`src/rtl/serial_addsub.sv`:
```
// Bit-serial adder/subtractor: one full-adder cell plus a carry flop, iterated
// LSB first over WIDTH clocks. Subtraction is a + ~b + 1 with the +1 as carry-in.
module serial_addsub #(
    parameter int WIDTH = 8
) (
    input  logic             clk,
    input  logic             rst_n,
    input  logic             start,
    input  logic             sub,
    input  logic [WIDTH-1:0] a,
    input  logic [WIDTH-1:0] b,
    output logic             busy,
    output logic             done,
    output logic [WIDTH-1:0] sum,
    output logic             cout
);

    localparam int CW = (WIDTH > 1) ? $clog2(WIDTH) : 1;

    // One-hot so that busy and done decode straight from a single state flop.
    typedef enum logic [2:0] {
        IDLE = 3'b001,
        RUN  = 3'b010,
        DONE = 3'b100
    } state_t;

    state_t          state;
    state_t          state_nx;
    logic [WIDTH-1:0] a_sh;
    logic [WIDTH-1:0] b_sh;
    logic [WIDTH-1:0] res_sh;
    logic [WIDTH-1:0] res_nx;
    logic            carry;
    logic            carry_nx;
    logic            s_bit;
    logic [CW-1:0]   cnt;
    logic            last;

    assign s_bit    = a_sh[0] ^ b_sh[0] ^ carry;
    assign carry_nx = (a_sh[0] & b_sh[0]) | (a_sh[0] & carry) | (b_sh[0] & carry);
    assign last     = (cnt == CW'(WIDTH - 1));

    always_comb begin
        res_nx            = res_sh >> 1;
        res_nx[WIDTH-1]   = s_bit;
    end

    always_ff @(posedge clk or negedge rst_n) begin
        if (!rst_n) state <= IDLE;
        else        state <= state_nx;
    end

    always_comb begin
        state_nx = state;
        case (state)
            IDLE:    if (start) state_nx = RUN;
            RUN:     if (last)  state_nx = DONE;
            DONE:    state_nx = IDLE;
            default: state_nx = IDLE;
        endcase
    end

    always_comb begin
        busy = (state == RUN);
        done = (state == DONE);
    end

    always_ff @(posedge clk or negedge rst_n) begin
        if (!rst_n) begin
            a_sh   <= '0;
            b_sh   <= '0;
            res_sh <= '0;
            carry  <= 1'b0;
            cnt    <= '0;
            sum    <= '0;
            cout   <= 1'b0;
        end else if (state == IDLE) begin
            if (start) begin
                a_sh   <= a;
                b_sh   <= sub ? ~b : b;
                carry  <= sub;
                cnt    <= '0;
                res_sh <= '0;
            end
        end else if (state == RUN) begin
            a_sh   <= a_sh >> 1;
            b_sh   <= b_sh >> 1;
            carry  <= carry_nx;
            res_sh <= res_nx;
            cnt    <= cnt + CW'(1);
            // Outputs move only when the last bit lands, then hold through IDLE.
            if (last) begin
                sum  <= res_nx;
                cout <= carry_nx;
            end
        end
    end

endmodule

```
`config.mk`:
```
export PLATFORM = sky130hd
export DESIGN_NAME = serial_addsub
export DESIGN_NICKNAME = d
export VERILOG_FILES = /design/src/rtl/serial_addsub.sv
export SDC_FILE = /design/constraint.sdc
export NUM_CORES = 1
export LEC_CHECK = 0
export ABC_AREA = 0
export CAP_MARGIN = 20
export CELL_PAD_IN_SITES_DETAIL_PLACEMENT = 1
export CELL_PAD_IN_SITES_GLOBAL_PLACEMENT = 2
export CORE_MARGIN = 3
export CORE_UTILIZATION = 30
export CTS_BUF_LIST = sky130_fd_sc_hd__clkbuf_8 sky130_fd_sc_hd__clkbuf_16
export DETAILED_ROUTE_END_ITERATION = 8
export PLACE_DENSITY = 0.65
export SYNTH_ARGS = -nofsm -noshare
export SYNTH_HDL_FRONTEND = slang
export SYNTH_SLANG_ARGS = --single-unit
```
`constraint.sdc`:
```
create_clock -name clk -period 2 [get_ports clk]
set_clock_uncertainty 0.1 [all_clocks]
set_input_delay 0.6 -clock clk [delete_from_list [all_inputs] [get_ports clk]]
set_output_delay 0.6 -clock clk [all_outputs]
set_load 0.05 [all_outputs]
```
==> out/qor.yml, run 1 <==
outcome:
  status: "completed"
synth:
  syn_nets: 147
  yosysSeqAreaShare: 0.542
  synthDominantCellAreaShare: 0.527
  synth.cell_area_sq_mm: 0.00180
  synth_seq_cells: 39
  yosys.area.top_type: "dfrtp_1"
  netlist_instances: 124
  synthDistinctLibCells: 25
  yosys-top-cells-area: "dfrtp_1, mux2_2, mux2i_1"
  syn_area_per_cell_sq_um: 14.5
  ys_warn_count: 0
global_route:
  grt_start_max_net_pins: 23
  grt_pass1_wl_mm: 6.45
  grt.total_usage: 0.115
  first_global_vias: 1249
  gr-total-overflow: 0
  grt_antenna_before_repair: 0
critical_path:
  crit_arrival_ns: 1.29
  slowest_stage: "dfrtp_2"
  slowest_delay_ns: 0.45
  path_cells: "nor3b_1, buf_4, buf_12"
  start_kind: "flip-flop"
  endpoint_kind: "output pin"
  cp.required_ns: 1.30
  path_class: "reg -> out"
  reg2reg_depth: 4
  cp_max_fo: 5
floorplan:
  io_pins: 31
  die-area_sq_mm: 0.00698
  coreArea_sq_mm: 0.00568
  die_w_um: 83.5
  initial_utilization: 0.318
  row_count: 27
  dieHeight_um: 83.5
timing:
  max_clock_freq_mhz: 504
  relSlewSlack: 0.676
  finalSetupViolations: 0
  timing.final.crit_share: 0.993
  hold_violations: 0
  period_minus_slack_ns: 1.99
  postLayoutSetupSlackWorst_ns: 0.0146
  drv_slew: 0
  tightest_slew_ns: 0.485
placement:
  dpl.cell_count: 233
  dp_slack_ns: -0.177
  port-buffer-count: 30
  dp_hpwl_mm: 2.67
  dpl_cell_area_sq_mm: 0.00226
  place_congestion: 0.680
finish:
  n_antenna_cell: 0
  design_area_sq_mm: 0.00235
  fin_cells: 243
  drive_gt1_frac: 0.415
  area_growth_pct: 30.6
  nets: 193
route:
  firstDrtPassIters: 4
  drcViolationCount: 0
  via_per_inst: 4.58
  drtIter0Drc: 47
  ant_nets: 0
  wl_per_cell_um: 14.7
  dr_total_vias: 1112
  wl_mm: 3.58
cts:
  cts_buffers: 5
  cts_num_sinks: 39
  cts_tree: "yes"
  clock_latency_ns: 0.28
  root_buffer: "clkbuf_8"
  path_clk_slew_ns: 0.07
  htreeDepth: 2
  clockBufferDepth: 2
job:
  maxCapViolCount: 0
worst_hold_path:
  hp-class: "in -> async"
power_and_ir_drop:
  powerDensity_mw_per_mm2: 1230
  p_leak_nw: 1.10
  ir_drop_mv: 0.639
metal layers:
layer	vias up	GRT usage	share of wire
met1	563	0.146	0.44
met3	4	0.0296	0.026
met4	0	0.0395	0.015
met2	16	0.192	0.52
li1	529	-	-
met5	-	0	0
critical path: cells and delay by family (launching register included):
family	cells	cell delay [ns]
buf+inv	2	0.31
flops	1	0.45
simple gates	1	0.25
stage by stage:
step	power [mW]	hold slack (ns)	util	setup TNS [ns]
final	2.89	0.171	0.415	0
after global routing	3.13	0.213	0.415	-0.103
after CTS	2.95	0.191	0.412	0
after detailed placement	2.44	0.378	0.397	-3.58
after global placement	2.37	0.368	0.397	-2.30
after floorplan	2.09	0.204	-	0
flip-flops by register name, indices dropped and copies added, names as in the netlist:
name and count:
cnt 3, res_sh 7, state 3, sum 8, b_sh 8, carry 1, a_sh 8, cout 1
logic make-up (layout without fill, tap and decap cells):
kind of cell	Yosys count	after routing	share of synthesized area
adder cells (fa/ha/maj)	3	3	0.0250
XOR/XNOR	8	8	0.0389
buffers and inverters	12	59	0.0423
AND/OR/NAND/NOR	9	9	0.0382
flip-flops	39	39	0.542
AO/OA/AOI/OAI	12	12	0.0611
multiplexers	41	41	0.253
path summary, 6_finish.rpt:
| kind | start | to | slack (ns) |
|---|---|---|---|
| setup / recovery | state[2]$_DFFE_PN0P_ | busy | 0.01 |
| hold / removal | rst_n | b_sh[3]$_DFFE_PN0P_ | 0.17 |
| setup reg to reg | state[0]$_DFFE_PN1P_ | a_sh[6]$_DFFE_PN0P_ | 0.11 |
| hold reg to reg | cnt[0]$_DFFE_PN0P_ | cnt[0]$_DFFE_PN0P_ | 0.38 |
| max in group asynchronous | rst_n | a_sh[3]$_DFFE_PN0P_ | 1.10 |
| min in group clk | cnt[0]$_DFFE_PN0P_ | cnt[0]$_DFFE_PN0P_ | 0.38 |
cells in the final DEF, fill, tap and decap left out:
cell type / n
a21oi_1: 1
a21oi_4: 1
a22o_1: 9
a22o_2: 1
buf_12: 4
buf_2: 1
buf_4: 21
clkbuf_8: 5
clkdlybuf4s50_1: 18
clkinv_2: 1
dfrtp_1: 36
dfrtp_2: 2
dfstp_2: 1
fa_1: 1
ha_1: 2
inv_1: 8
inv_2: 1
mux2_2: 28
mux2_4: 2
mux2i_1: 11
nand2_1: 2
nand2b_1: 1
nand3b_1: 1
nor2_1: 1
nor3_4: 1
nor3b_1: 1
nor3b_2: 2
xnor2_1: 3
xor2_1: 5
layout make-up:
type / instances / area [sq um]
Timing Repair Buffer: 44 / 423
Tap cell: 72 / 90.1
Clock buffer: 5 / 68.8
Sequential cell: 39 / 980
Multi-Input combinational cell: 73 / 754
Inverter: 7 / 26.3
Fill cell: 605 / 3320
Clock inverter: 3 / 12.5
synthesized netlist by cell type (all sizes together):
library cell / n
mux2: 30
clkbuf: 2
nor3b: 3
ha: 2
inv: 7
xnor2: 3
fa: 1
nor2: 1
nand2: 2
buf: 3
mux2i: 11
nor3: 1
a21oi: 2
a22o: 10
nand2b: 1
dfstp: 1
dfrtp: 38
nand3b: 1
xor2: 5
power by group:
part	internal, mW	switching (mW)	total [mW]
clock network	0.235	0.260	0.494
logic	0.711	0.515	1.23
registers	1.03	0.138	1.17
total	1.98	0.913	2.89
what timing repair did:
item	in CTS	in global routing
hold buffers	0	0
resized for setup	0	2
endpoints found under the setup margin	0	2
setup buffers	0	2
Note: power is estimated with default switching activity, not from simulation.
==> run 2, diff against run 1 <==
--- a/config.mk
+++ b/config.mk
@@ -9,6 +9,7 @@
 export CAP_MARGIN = 20
 export CELL_PAD_IN_SITES_DETAIL_PLACEMENT = 1
 export CELL_PAD_IN_SITES_GLOBAL_PLACEMENT = 2
+export CORE_ASPECT_RATIO = 1.4
 export CORE_MARGIN = 3
 export CORE_UTILIZATION = 30
 export CTS_BUF_LIST = sky130_fd_sc_hd__clkbuf_8 sky130_fd_sc_hd__clkbuf_16
==> out/qor.yml, run 2 (same netlist as run 1, synthesis figures left out) <==
power_and_ir_drop:
  combPwrFrac: 0.381
  p_int_mw: 2.23
  ir_drop_mv: 0.485
  p_seq_frac: 0.373
  p_leak_nw: 1.10
  clkPwrFrac: 0.245
  p_sw_uw: 930
  powerDensity_mw_per_mm2: 1330
  p_sw_frac: 0.294
timing:
  tightest_slew_ns: 0.501
  drv_slew: 0
  relSlewSlack: 0.666
  hold_violations: 0
  timing.final.crit_share: 0.960
  postLayoutSetupSlackWorst_ns: 0.0808
  finalSetupViolations: 0
  grt_setup_unrepaired: "false"
  period_minus_slack_ns: 1.92
  max_clock_freq_mhz: 521
floorplan:
  initial_utilization: 0.319
  io_pins: 31
  die_w_um: 71.5
  row_count: 32
  coreArea_sq_mm: 0.00565
  dieHeight_um: 97.7
  die-area_sq_mm: 0.00699
finish:
  nets: 188
  n_antenna_cell: 0
  layout_commonest_cell: "dfrtp_1"
  fillerInstances: 585
  drive_gt1_frac: 0.404
  fin_util: 0.423
  fin_cells: 234
  area_growth_pct: 32.3
  reg_top3: "a_sh: 8 flops, b_sh: 8 flops, sum: 8 flops"
  final_cell_mix: "dfrtp_1, mux2_2, clkdlybuf4s50_1, buf_4, mux2i_1"
route:
  wl_mm: 3.38
  ant_nets: 0
  wl_per_cell_um: 14.5
  firstDrtPassIters: 4
  via_per_inst: 4.66
  drtIter0Drc: 46
  drcViolationCount: 0
  dr_total_vias: 1091
critical_path:
  critical_path.top_delay_family: "flip-flops"
  cp_max_fo: 5
  rrSetupSlack_ns: 0.14
  path_class: "reg -> out"
  crit_arrival_ns: 1.22
  endpoint_kind: "output pin"
  start_kind: "flip-flop"
  path_cells: "nor3b_2, buf_12"
  slowest_stage: "dfrtp_2"
  crit_buf_inv: 1
  reg2reg_depth: 4
  slowest_delay_ns: 0.48
  r2r-start: "state[0]$_DFFE_PN1P_"
  r2r-end: "a_sh[5]$_DFFE_PN0P_"
  cp.required_ns: 1.30
cts:
  root_buffer: "clkbuf_8"
  cts_num_sinks: 39
  htreeDepth: 2
  clock_latency_ns: 0.29
  clockBufferDepth: 2
  path_clk_slew_ns: 0.07
  cts_buffers: 5
  cts_tree: "yes"
global_route:
  gr-total-overflow: 0
  grt.total_usage: 0.109
  first_global_vias: 1257
  grt_start_max_net_pins: 40
  grt_antenna_before_repair: 0
  grt_pass1_wl_mm: 6.03
placement:
  dp_hpwl_mm: 2.45
  port-buffer-count: 30
  dpl.cell_count: 226
  dp_slack_ns: -0.152
  place_congestion: 0.663
worst_hold_path:
  hp-class: "in -> async"
job:
  maxCapViolCount: 0
outcome:
  status: "completed"
run 2: worst max-delay path by stage:
| stage | slack (ns) | from | end | depth (start not counted) |
|---|---|---|---|---|
| 3_5_place_dp | -0.15 | start | b_sh[5]$_DFFE_PN0P_ | 5 |
| 6_report | 0.08 | state[2]$_DFFE_PN0P_ | done | 2 |
| 3_3_place_gp | -0.14 | start | b_sh[6]$_DFFE_PN0P_ | 5 |
| 2_1_floorplan | 0.12 | state[2]$_DFFE_PN0P_ | done | 1 |
| 5_1_grt | 0.001 | state[2]$_DFFE_PN0P_ | done | 2 |
| 4_1_cts | 0.04 | state[2]$_DFFE_PN0P_ | busy | 2 |
run 2: worst reg2reg max path: stages, from the launching register on:
cell and delay [ns]:
dfstp_2 0.60, nor3b_2 0.26, buf_12 0.20, mux2_2 0.35, mux2_2 0.26
run 2: metrics by stage:
step | setup TNS, ns | total power, mW | area [sq um] | hold slack [ns]
floorplan | 0 | 2.09 | 1810 | 0.204
global placement | -2.64 | 2.38 | 2240 | 0.363
detailed placement | -2.87 | 2.42 | 2240 | 0.377
CTS | 0 | 3.21 | 2380 | 0.279
global route | 0 | 3.39 | 2390 | 0.305
finish | 0 | 3.16 | 2390 | 0.253
run 2: layout make-up:
cell class | instances | area, sq um | share of cell area
Sequential cell | 39 | 978 | 0.410
Tap cell | 68 | 85.1 | 0.0357
Multi-Input combinational cell | 73 | 766 | 0.321
Clock buffer | 5 | 68.8 | 0.0288
Clock inverter | 3 | 63.8 | 0.0267
Timing Repair Buffer | 39 | 398 | 0.167
Inverter | 7 | 26.3 | 0.0110
run 2: power by group through the flow:
stage	clock [mW]	combinational, mW	sequential [mW]
finish	0.776	1.21	1.18
detailed placement	0	1.23	1.19
CTS	0.796	1.23	1.18
global route	0.836	1.34	1.22
global placement	0	1.20	1.18
floorplan	0	0.938	1.15
run 2: routing by layer:
| metal | track usage | part of all wire | routed length [um] | up-vias |
|---|---|---|---|---|
| met2 | 0.188 | 0.52 | 1770 | 30 |
| met4 | 0.0521 | 0.023 | 78 | 0 |
| met5 | 0 | 0 | 0 | - |
| li1 | - | - | - | 516 |
| met1 | 0.125 | 0.41 | 1390 | 538 |
| met3 | 0.0259 | 0.044 | 148 | 7 |
run 2: repair_timing:
item | in CTS | in global routing
endpoints found under the hold margin | 0 | 0
cloned | 0 | 0
buffers inserted | 0 | 0
gates resized for setup | 2 | 1
setup endpoints to repair | 1 | 1
hold buffers | 0 | 0
